`src/rtl/sdp_bram_arbiter.sv`:
```
// Two-writer / two-reader round-robin front end for a simple-dual-port BRAM with 1-cycle read.
// Optional macro SDP_ARB_BYPASS_EN: forward same-cycle write data to a colliding read instead of stalling it.
module sdp_bram_arbiter #(
    parameter int ADDR_W = 10,
    parameter int DATA_W = 18
) (
    input  logic              clk,
    input  logic              rst,
    input  logic              w0_valid,
    input  logic [ADDR_W-1:0] w0_addr,
    input  logic [DATA_W-1:0] w0_data,
    output logic              w0_ready,
    input  logic              w1_valid,
    input  logic [ADDR_W-1:0] w1_addr,
    input  logic [DATA_W-1:0] w1_data,
    output logic              w1_ready,
    input  logic              r0_valid,
    input  logic [ADDR_W-1:0] r0_addr,
    output logic              r0_ready,
    input  logic              r1_valid,
    input  logic [ADDR_W-1:0] r1_addr,
    output logic              r1_ready,
    output logic              r0_rvalid,
    output logic [DATA_W-1:0] r0_rdata,
    output logic              r1_rvalid,
    output logic [DATA_W-1:0] r1_rdata,
    output logic              mem_we,
    output logic [ADDR_W-1:0] mem_wa,
    output logic [DATA_W-1:0] mem_wd,
    output logic [ADDR_W-1:0] mem_ra,
    input  logic [DATA_W-1:0] mem_rd
);

    // Handshake: a request transfers in any cycle where valid && ready; ready is
    // combinational, never raised without valid, and the client holds its payload until then.

    logic              wptr_q, wptr_d;
    logic              rptr_q, rptr_d;
    logic              w_gnt0, w_gnt1, w_acc;
    logic [ADDR_W-1:0] w_addr;
    logic [DATA_W-1:0] w_data;
    logic              r_blk0, r_blk1, r_cand0, r_cand1;
    logic              r_gnt0, r_gnt1, r_acc;
    logic [ADDR_W-1:0] r_addr;
    logic              mem_we_q;
    logic [ADDR_W-1:0] mem_wa_q, mem_ra_q;
    logic [DATA_W-1:0] mem_wd_q;
    logic              s1_vld_q, s1_tag_q, s2_vld_q, s2_tag_q;
    logic [DATA_W-1:0] ret_data;

    always_comb begin
        w_gnt0 = w0_valid & (~w1_valid | ~wptr_q);
        w_gnt1 = w1_valid & (~w0_valid | wptr_q);
        w_acc  = w_gnt0 | w_gnt1;
        w_addr = w_gnt1 ? w1_addr : w0_addr;
        w_data = w_gnt1 ? w1_data : w0_data;
        wptr_d = (w0_valid & w1_valid) ? ~wptr_q : wptr_q;
    end

`ifdef SDP_ARB_BYPASS_EN
    assign r_blk0 = 1'b0;
    assign r_blk1 = 1'b0;
`else
    // A read sharing the address of this cycle's write would hit the BRAM in the same cycle.
    assign r_blk0 = w_acc && (r0_addr == w_addr);
    assign r_blk1 = w_acc && (r1_addr == w_addr);
`endif

    always_comb begin
        r_cand0 = r0_valid & ~r_blk0;
        r_cand1 = r1_valid & ~r_blk1;
        r_gnt0  = r_cand0 & (~r_cand1 | ~rptr_q);
        r_gnt1  = r_cand1 & (~r_cand0 | rptr_q);
        r_acc   = r_gnt0 | r_gnt1;
        r_addr  = r_gnt1 ? r1_addr : r0_addr;
        rptr_d  = (r_cand0 & r_cand1) ? ~rptr_q : rptr_q;
    end

    always_ff @(posedge clk or posedge rst) begin
        if (rst) begin
            wptr_q   <= 1'b0;
            rptr_q   <= 1'b0;
            mem_we_q <= 1'b0;
            mem_wa_q <= '0;
            mem_wd_q <= '0;
            mem_ra_q <= '0;
            s1_vld_q <= 1'b0;
            s1_tag_q <= 1'b0;
            s2_vld_q <= 1'b0;
            s2_tag_q <= 1'b0;
        end else begin
            wptr_q   <= wptr_d;
            rptr_q   <= rptr_d;
            mem_we_q <= w_acc;
            if (w_acc) begin
                mem_wa_q <= w_addr;
                mem_wd_q <= w_data;
            end
            if (r_acc) begin
                mem_ra_q <= r_addr;
            end
            s1_vld_q <= r_acc;
            s1_tag_q <= r_gnt1;
            s2_vld_q <= s1_vld_q;
            s2_tag_q <= s1_tag_q;
        end
    end

`ifdef SDP_ARB_BYPASS_EN
    logic              s1_byp_q, s2_byp_q;
    logic [DATA_W-1:0] s1_bdata_q, s2_bdata_q;

    always_ff @(posedge clk or posedge rst) begin
        if (rst) begin
            s1_byp_q   <= 1'b0;
            s2_byp_q   <= 1'b0;
            s1_bdata_q <= '0;
            s2_bdata_q <= '0;
        end else begin
            s1_byp_q   <= r_acc && w_acc && (r_addr == w_addr);
            s1_bdata_q <= w_data;
            s2_byp_q   <= s1_byp_q;
            s2_bdata_q <= s1_bdata_q;
        end
    end

    // The BRAM output for a collided slot is undefined, so it is replaced outright.
    assign ret_data = s2_byp_q ? s2_bdata_q : mem_rd;
`else
    assign ret_data = mem_rd;
`endif

    assign w0_ready  = w_gnt0;
    assign w1_ready  = w_gnt1;
    assign r0_ready  = r_gnt0;
    assign r1_ready  = r_gnt1;
    assign mem_we    = mem_we_q;
    assign mem_wa    = mem_wa_q;
    assign mem_wd    = mem_wd_q;
    assign mem_ra    = mem_ra_q;
    assign r0_rvalid = s2_vld_q & ~s2_tag_q;
    assign r1_rvalid = s2_vld_q & s2_tag_q;
    assign r0_rdata  = ret_data;
    assign r1_rdata  = ret_data;

endmodule

```
`config.mk`:
```
export PLATFORM = sky130hd
export DESIGN_NAME = sdp_bram_arbiter
export DESIGN_NICKNAME = d
export VERILOG_FILES = /design/src/rtl/sdp_bram_arbiter.sv
export SDC_FILE = /design/constraint.sdc
export NUM_CORES = 1
export LEC_CHECK = 0
export ABC_AREA = 1
export BUFFER_PORTS_ARGS = -buffer_cell sky130_fd_sc_hd__clkbuf_2
export CORE_ASPECT_RATIO = 0.7
export CORE_MARGIN = 3
export CORE_UTILIZATION = 40
export CTS_BUF_LIST = sky130_fd_sc_hd__clkbuf_16
export DETAILED_ROUTE_END_ITERATION = 7
export PLACE_DENSITY_LB_ADDON = 0.1
export SYNTH_ARGS = -nofsm -noshare
export SYNTH_HDL_FRONTEND = slang
export SYNTH_SLANG_ARGS = --single-unit
```
`constraint.sdc`:
```
create_clock -name clk -period 1.5 [get_ports clk]
set_input_delay 0.075 -clock clk [delete_from_list [all_inputs] [get_ports clk]]
set_output_delay 0.075 -clock clk [all_outputs]
set_load 0.02 [all_outputs]
```
==> impl_metrics.json, run 1 <==
{
  "layout-area-overhead-vs-synth_pct": 43.9,
  "critPathMaxFanout": 6,
  "final_cell_area_um2": 4350,
  "htreeDepth": 2,
  "post_drt_via_cell_ratio": 5.01,
  "cts_tree": "built",
  "vias": 3214,
  "syn-mean-instance-area_um2": 7.23,
  "critPathCaptureType": "output pin",
  "yosys.area_share.simple_pct": 35.8,
  "setup_viol": 15,
  "hold_viol": 0,
  "pint_w": 0.00258,
  "mappedNetlistNets": 518,
  "grt_antenna_before_repair": 0,
  "yosysTopAreaCellShare_pct": 37.2,
  "fillCellCount": 686,
  "worst_slew_margin_rel_pct": 72.5,
  "power.sequential.fraction_pct": 36.3,
  "yosysWarningCount": 0,
  "setup.reg_to_reg.worst_slack_ns": -0.48,
  "final_nets": 646,
  "violated_checks": "setup timing",
  "cell_chain_of_the_critical_path": "inv_2 > nand2_4 > nand2_8 > buf_12 > nand2_4 > nand3_2 > nand2_2 > inv_2 > nand2_2 > nor2_1 > nand3_2 > nand2_4 > inv_6 > nand2_4 > inv_4 > buf_8",
  "drcViolationCount": 0,
  "dp_hpwl_um": 7210,
  "gpl.final_weighted_congestion": 0.906,
  "synth_top_family_by_area": "simple AND/OR/NAND/NOR gates",
  "worst-r2r-cell-count": 16,
  "synth.area.top_cells": "dfrtp_1 (37%), nand3_1 (15%), buf_4 (10%)",
  "standard_cell_rows": 25,
  "power_frac_comb_pct": 35.9,
  "share_of_final_layout_standard_cells_stronger_than_drive_strength_1_pct": 47.3,
  "netlist_instances": 418,
  "numPortBuffers": 126,
  "clock_tree.root_cell": "clkbuf_16",
  "power.total_w": 0.00401,
  "critical-path-max-stage-delay_ns": 0.41,
  "final_period_minus_worst_setup_slack_ns": 2.12,
  "core_region_area_um2": 7040,
  "seq_area_um2": 1130,
  "synth.largest_area_cell": "dfrtp_1",
  "postPlaceCellArea_um2": 3730,
  "worst_slew_pin_slew_ns": 0.412,
  "hold_path_startpoint": "w1_data[6]",
  "vdd.ir_drop.worst_mv": 0.492,
  "finalWorstSetupSlack_ns": -0.617,
  "first_pass_iters": 4,
  "pin_count_of_the_biggest_net_entering_global_routing": 46,
  "ctsLongestPathBuffers": 2,
  "switch_share_pct": 35.7,
  "crit_required_ns": 1.42,
  "crit_path_top_delay_cell": "dfrtp_1",
  "number_of_enable_type_register_cells_in_the_synthesized_netlist": 0,
  "criticalPathCategory": "flop to output pin",
  "cellLeakagePower_nw": 2.35,
  "antenna-diode-count": 0,
  "synth-xor-area-share_pct": 0.290,
  "run_status": "finished, violations left",
  "worstPathArrival_ns": 2.04,
  "floorplan.initialDensity_pct": 43.0,
  "synth_ff_type": "dfrtp_1",
  "postSynthRegisterBits": 45,
  "die_area_um2": 8660,
  "proportion_of_synthesized_flip_flops_having_asynchronous_set_or_reset_pct": 100,
  "startpoint_type": "flop",
  "wl_per_cell_um": 15.1,
  "reg2reg_from": "wptr_q$_DFFE_PP0P_",
  "clockPowerShare_pct": 27.8,
  "hold_class": "input port to flop",
  "initialDrtViolationCount": 182,
  "path_clk_slew_ns": 0.07,
  "max_cap_violations": 0,
  "cts.sink_count": 45,
  "globalRouteTotalUtil_pct": 22.2,
  "clk_latency_ns": 0.29,
  "fmax_mhz": 472,
  "timing.hold.worst_path_depth": 3,
  "floorplan.die.width_um": 110,
  "critPathMostFrequentCell": "nand2_4",
  "antenna_violating_nets_post_route": 0,
  "post_synth_num_cell_types": 24,
  "drv_slew": 0,
  "skew_ns": 0.00380,
  "globalRoute.totalOverflow": 0,
  "hold-path-endpoint": "mem_wd[6]$_DFFE_PP0P_",
  "min_period_over_period_pct": 141,
  "power.net_switching_w": 0.00143,
  "timing.rr.end": "mem_ra[7]$_DFFE_PP0P_",
  "synthAdderAreaFrac_pct": 0,
  "cellPowerDensity_nw_per_um2": 921,
  "first_global_vias": 3046,
  "design.portCount": 181,
  "synth-compound-area-share_pct": 7.16,
  "unrepaired_setup_endpoints_after_global_routing": "yes",
  "die_y_um": 78.8,
  "multiInputGateArea_um2": 1640,
  "totalWireLength_um": 9710,
  "synth_area_um2": 3020,
  "first_pass_grt_wire_length_um": 15000,
  "cts-buffers-inserted": 5,
  "synth_mux_area_share_pct": 0,
  "sequential_fraction_of_the_synthesis_area_pct": 37.2
}
-- state kept, by name, indices dropped and copies added, names as in the netlist --
| register | count |
|---|---|
| wptr_q | 1 |
| s1_tag_q | 1 |
| mem_ra | 10 |
| s2_vld_q | 1 |
| mem_wd | 18 |
| rptr_q | 1 |
| mem_we | 1 |
| s1_vld_q | 1 |
| mem_wa | 10 |
| s2_tag_q | 1 |
-- per-stage QoR --
| stage | worst slack (ns) | setup TNS, ns | util [%] | std cells | hold slack, ns |
|---|---|---|---|---|---|
| 6_report | -0.617 | -7.01 | 61.8 | 641 | 0.0543 |
| 5_1_grt | -0.734 | -9.09 | 61.8 | 641 | 0.0656 |
| 4_1_cts | -0.629 | -6.95 | 57.5 | 634 | 0.0556 |
| 3_5_place_dp | -0.477 | -6.10 | 53.0 | 618 | 0.122 |
| 3_3_place_gp | -0.453 | -5.70 | 53.0 | 618 | 0.119 |
| 2_1_floorplan | -0.168 | -2.29 | - | 418 | 0.183 |
-- cells in the final DEF, fill, tap and decap left out, types with 2 or more instances in the layout --
cell       count
clkbuf_2     124
o31ai_1       17
inv_2          5
nor2_1        46
nand2_1       54
a31oi_1        6
nand3_2       25
inv_6          2
inv_1         44
nand2_2       15
clkbuf_16      6
nand3b_1       6
nor2_4         2
nand3_4        5
nand2_8        2
buf_6          9
nor2_2         4
nand2_4       13
o21ai_0        6
nand3_1       60
dfrtp_1       45
buf_12         4
buf_4         36
-- final cells by class --
| class | count | share of cell area [%] |
|---|---|---|
| Multi-Input combinational cell | 267 | 37.7 |
| Sequential cell | 45 | 25.9 |
| Timing Repair Buffer | 176 | 25.8 |
| Inverter | 51 | 4.57 |
| Clock buffer | 5 | 2.88 |
| Tap cell | 94 | 2.70 |
| Clock inverter | 3 | 0.489 |
-- Yosys cell counts (3+ instances only) --
cell / number
nand2_4: 3
o21ai_0: 7
buf_4: 41
nand2_2: 11
a31oi_1: 6
nand3_1: 88
o31ai_1: 18
buf_6: 3
nand3b_1: 6
inv_1: 49
nand2_1: 70
clkbuf_1: 6
dfrtp_1: 45
nor2_1: 50
buf_2: 3
-- per-layer routing --
metal / share of wire (%) / wire length (µm) / vias up / global-route usage [%]
met5: 0 / 0 / - / 0
met4: 1.6 / 154 / 0 / 7.60
met3: 8.0 / 777 / 23 / 3.74
met2: 46 / 4430 / 116 / 33.4
met1: 45 / 4340 / 1496 / 32.2
li1: - / - / 1579 / -
-- power by group through the flow --
| stage | logic (W) | clock network, W | registers [W] |
|---|---|---|---|
| global placement | 0.00123 | 0 | 0.00147 |
| CTS | 0.00131 | 0.00115 | 0.00145 |
| global route | 0.00157 | 0.00120 | 0.00148 |
| floorplan | 0.000704 | 0 | 0.00164 |
| finish | 0.00144 | 0.00111 | 0.00145 |
| detailed placement | 0.00124 | 0 | 0.00147 |
-- worst max-delay path by stage --
| stage | startpoint | to | slack (ns) | depth (start not counted) |
|---|---|---|---|---|
| after global routing | wptr_q$_DFFE_PP0P_ | r1_ready | -0.73 | 14 |
| after floorplan | wptr_q$_DFFE_PP0P_ | mem_ra[0]$_DFFE_PP0P_ | -0.17 | 15 |
| after CTS | wptr_q$_DFFE_PP0P_ | r1_ready | -0.63 | 16 |
| after detailed placement | wptr_q$_DFFE_PP0P_ | r0_ready | -0.48 | 14 |
| final | wptr_q$_DFFE_PP0P_ | r1_ready | -0.62 | 16 |
| after global placement | wptr_q$_DFFE_PP0P_ | r1_ready | -0.45 | 15 |
-- critical path, delay by kind of cell, from the launching register on --
family	cells	cell delay, ns
simple gates	10	0.86
flops	1	0.41
buf+inv	6	0.48
-- cell families (layout without fill, tap and decap cells) --
logic type | Yosys count | after routing
buffers and inverters | 106 | 235
DFF | 45 | 45
AOI/OAI and AO/OA | 32 | 32
xor gates and xnor gates | 1 | 1
and+or+nand+nor | 234 | 234
-- what timing repair did --
action	CTS	global route
pin swaps	13	21
hold endpoints to repair	45	0
setup buffers	7	7
gates cloned	0	1
setup endpoints to repair	15	25
gates resized for setup	23	58
hold buffers	1	0
Power figures use the tool's default switching activity.
==> run 2, diff against run 1 <==
==> constraint.sdc (replaced) <==
create_clock -name clk -period 1.5 [get_ports clk]
set_input_delay 0.3 -clock clk [delete_from_list [all_inputs] [get_ports clk]]
set_output_delay 0.3 -clock clk [all_outputs]
set_load 0.02 [all_outputs]
==> impl_metrics.json, run 2 (same netlist as run 1, synthesis figures left out) <==
{
  "run_status": "finished, violations left",
  "violated_checks": "setup timing",
  "skew_ns": 0.00460,
  "totalWireLength_um": 9290,
  "numPortBuffers": 126,
  "initialDrtViolationCount": 220,
  "floorplan.die.width_um": 110,
  "antenna-diode-count": 0,
  "htreeDepth": 2,
  "final_util_pct": 58.7,
  "startpoint_type": "flop",
  "detailedPlace.worstSlack_ns": -0.614,
  "first_pass_grt_wire_length_um": 14500,
  "dp_hpwl_um": 7090,
  "globalRouteTotalUtil_pct": 21.3,
  "setup_total_negative_slack_ns": -6.70,
  "drcViolationCount": 0,
  "path_clk_slew_ns": 0.07,
  "worstPathArrival_ns": 1.98,
  "setup_viol": 16,
  "first_pass_iters": 5,
  "floorplan.initialDensity_pct": 43.0,
  "placedCellCount": 630,
  "design.portCount": 181,
  "max_cap_violations": 0,
  "antenna_violating_nets_post_route": 0,
  "clock_tree.root_cell": "clkbuf_16",
  "die_area_um2": 8660,
  "die_y_um": 78.8,
  "ctsLongestPathBuffers": 2,
  "hold_class": "input port to async pin",
  "gpl.final_weighted_congestion": 0.944,
  "most-common-layout-cells": "clkbuf_2 (122), nand3_1 (72), nand2_1 (65), nor2_1 (48)",
  "drv_slew": 0,
  "finalWorstSetupSlack_ns": -0.781,
  "setup.worst_path.start": "wptr_q$_DFFE_PP0P_",
  "final_nets": 646,
  "worst_slew_pin_slew_ns": 0.397,
  "cellLeakagePower_nw": 2.28,
  "cts-buffers-inserted": 5,
  "flip_flop_count_of_the_largest_register_after_layout": 18,
  "min_period_over_period_pct": 152,
  "fillCellCount": 685,
  "reg2reg_from": "wptr_q$_DFFE_PP0P_",
  "cellPowerDensity_nw_per_um2": 957,
  "grt_antenna_before_repair": 0,
  "share_of_final_layout_standard_cells_stronger_than_drive_strength_1_pct": 42.4,
  "worst_slew_margin_rel_pct": 73.5,
  "wl_per_cell_um": 14.5,
  "post_drt_via_cell_ratio": 4.85,
  "standard_cell_rows": 25,
  "clk_latency_ns": 0.29,
  "globalRoute.totalOverflow": 0,
  "hold_viol": 0,
  "final_period_minus_worst_setup_slack_ns": 2.28,
  "layout-area-overhead-vs-synth_pct": 36.7,
  "criticalPathCategory": "flop to output pin",
  "layout.cells.most_common": "clkbuf_2",
  "crit_required_ns": 1.20,
  "unrepaired_setup_endpoints_after_global_routing": "yes",
  "fmax_mhz": 438,
  "vdd.ir_drop.worst_mv": 0.518,
  "cts_tree": "built",
  "vias": 3110,
  "pin_count_of_the_biggest_net_entering_global_routing": 46,
  "layout.cells.non_filler": 641,
  "first_global_vias": 2885,
  "critPathMaxFanout": 8,
  "critPathCaptureType": "output pin",
  "core_region_area_um2": 7040,
  "post_cts_hold_buffer_count": 0,
  "cts.sink_count": 45
}
[run 2: cell count changes in the layout (fill, tap and decap cells not counted), moves of 2 or more]
cell / before / now
nand3_1: 60 / 72
nand2_1: 54 / 65
nand2_4: 13 / 5
buf_4: 36 / 43
nand3_2: 25 / 18
nand3_4: 5 / 0
buf_6: 9 / 6
nand2_2: 15 / 12
buf_12: 4 / 2
clkbuf_2: 124 / 122
nor2_1: 46 / 48
nor2_4: 2 / 0
[run 2: cell type report]
type | count | area [µm²] | area share [%]
timing repair buffer | 175 | 1070 | 25.9
clock buffer | 5 | 125 | 3.03
tap | 94 | 118 | 2.85
clock inverter | 3 | 28.8 | 0.696
inverter | 51 | 194 | 4.69
multi-input combinational | 268 | 1470 | 35.6
sequential | 45 | 1130 | 27.2
[run 2: routing by layer]
layer / GRT usage [%] / up-vias / routed length (µm)
li1: - / 1574 / -
met1: 31.8 / 1410 / 4480
met2: 29.7 / 96 / 3990
met3: 3.98 / 30 / 584
met4: 8.97 / 0 / 237
met5: 0 / - / 0
[run 2: path summary, 6_finish.rpt]
| check | endpoint | slack [ns] | cells after the start |
|---|---|---|---|
| worst max-delay path | r0_ready | -0.78 | 14 |
| worst min-delay path | mem_wd[17]$_DFFE_PP0P_ | 0.02 | 3 |
| worst max register to register | mem_ra[2]$_DFFE_PP0P_ | -0.43 | 14 |
| worst min register to register | s2_vld_q$_DFF_PP0_ | 0.35 | 0 |
| max in group asynchronous | wptr_q$_DFFE_PP0P_ | 1.27 | 3 |
| min in group clk | mem_wd[2]$_DFFE_PP0P_ | 0.27 | 3 |
[run 2: critical path, cell delays in order (launching register included)]
cell and delay (ns):
dfrtp_1 0.40, inv_2 0.11, nand2_8 0.09, nand2_8 0.12, nand2_1 0.09, nand3b_1 0.09, nand2_1 0.07, nor2_1 0.10
nand2_1 0.07, nor2_2 0.14, buf_4 0.14, a21oi_4 0.05, nand2_2 0.06, inv_2 0.04, buf_8 0.12
[run 2: per-stage QoR]
step / cell area, µm² / hold slack, ns / total power [W]
finish: 4130 / 0.0177 / 0.00396
global route: 4130 / 0.0345 / 0.00419
CTS: 4010 / 0.0273 / 0.00394
detailed placement: 3760 / 0.339 / 0.00270
global placement: 3760 / 0.333 / 0.00269
floorplan: 3070 / 0.331 / 0.00234
[run 2: timing repair]
action,4_1_cts,5_1_grt
pin swaps,10,16
setup buffers,2,0
cloned,1,1
resized for setup,18,29
setup endpoints to repair,17,19
[run 2: power breakdown]
| part | internal, W | switching, W | leakage (nW) |
|---|---|---|---|
| logic | 0.000535 | 0.000795 | 1.68 |
| registers | 0.00137 | 0.0000866 | 0.527 |
| clock network | 0.000642 | 0.000531 | 0.0767 |
| total | 0.00254 | 0.00141 | 2.28 |
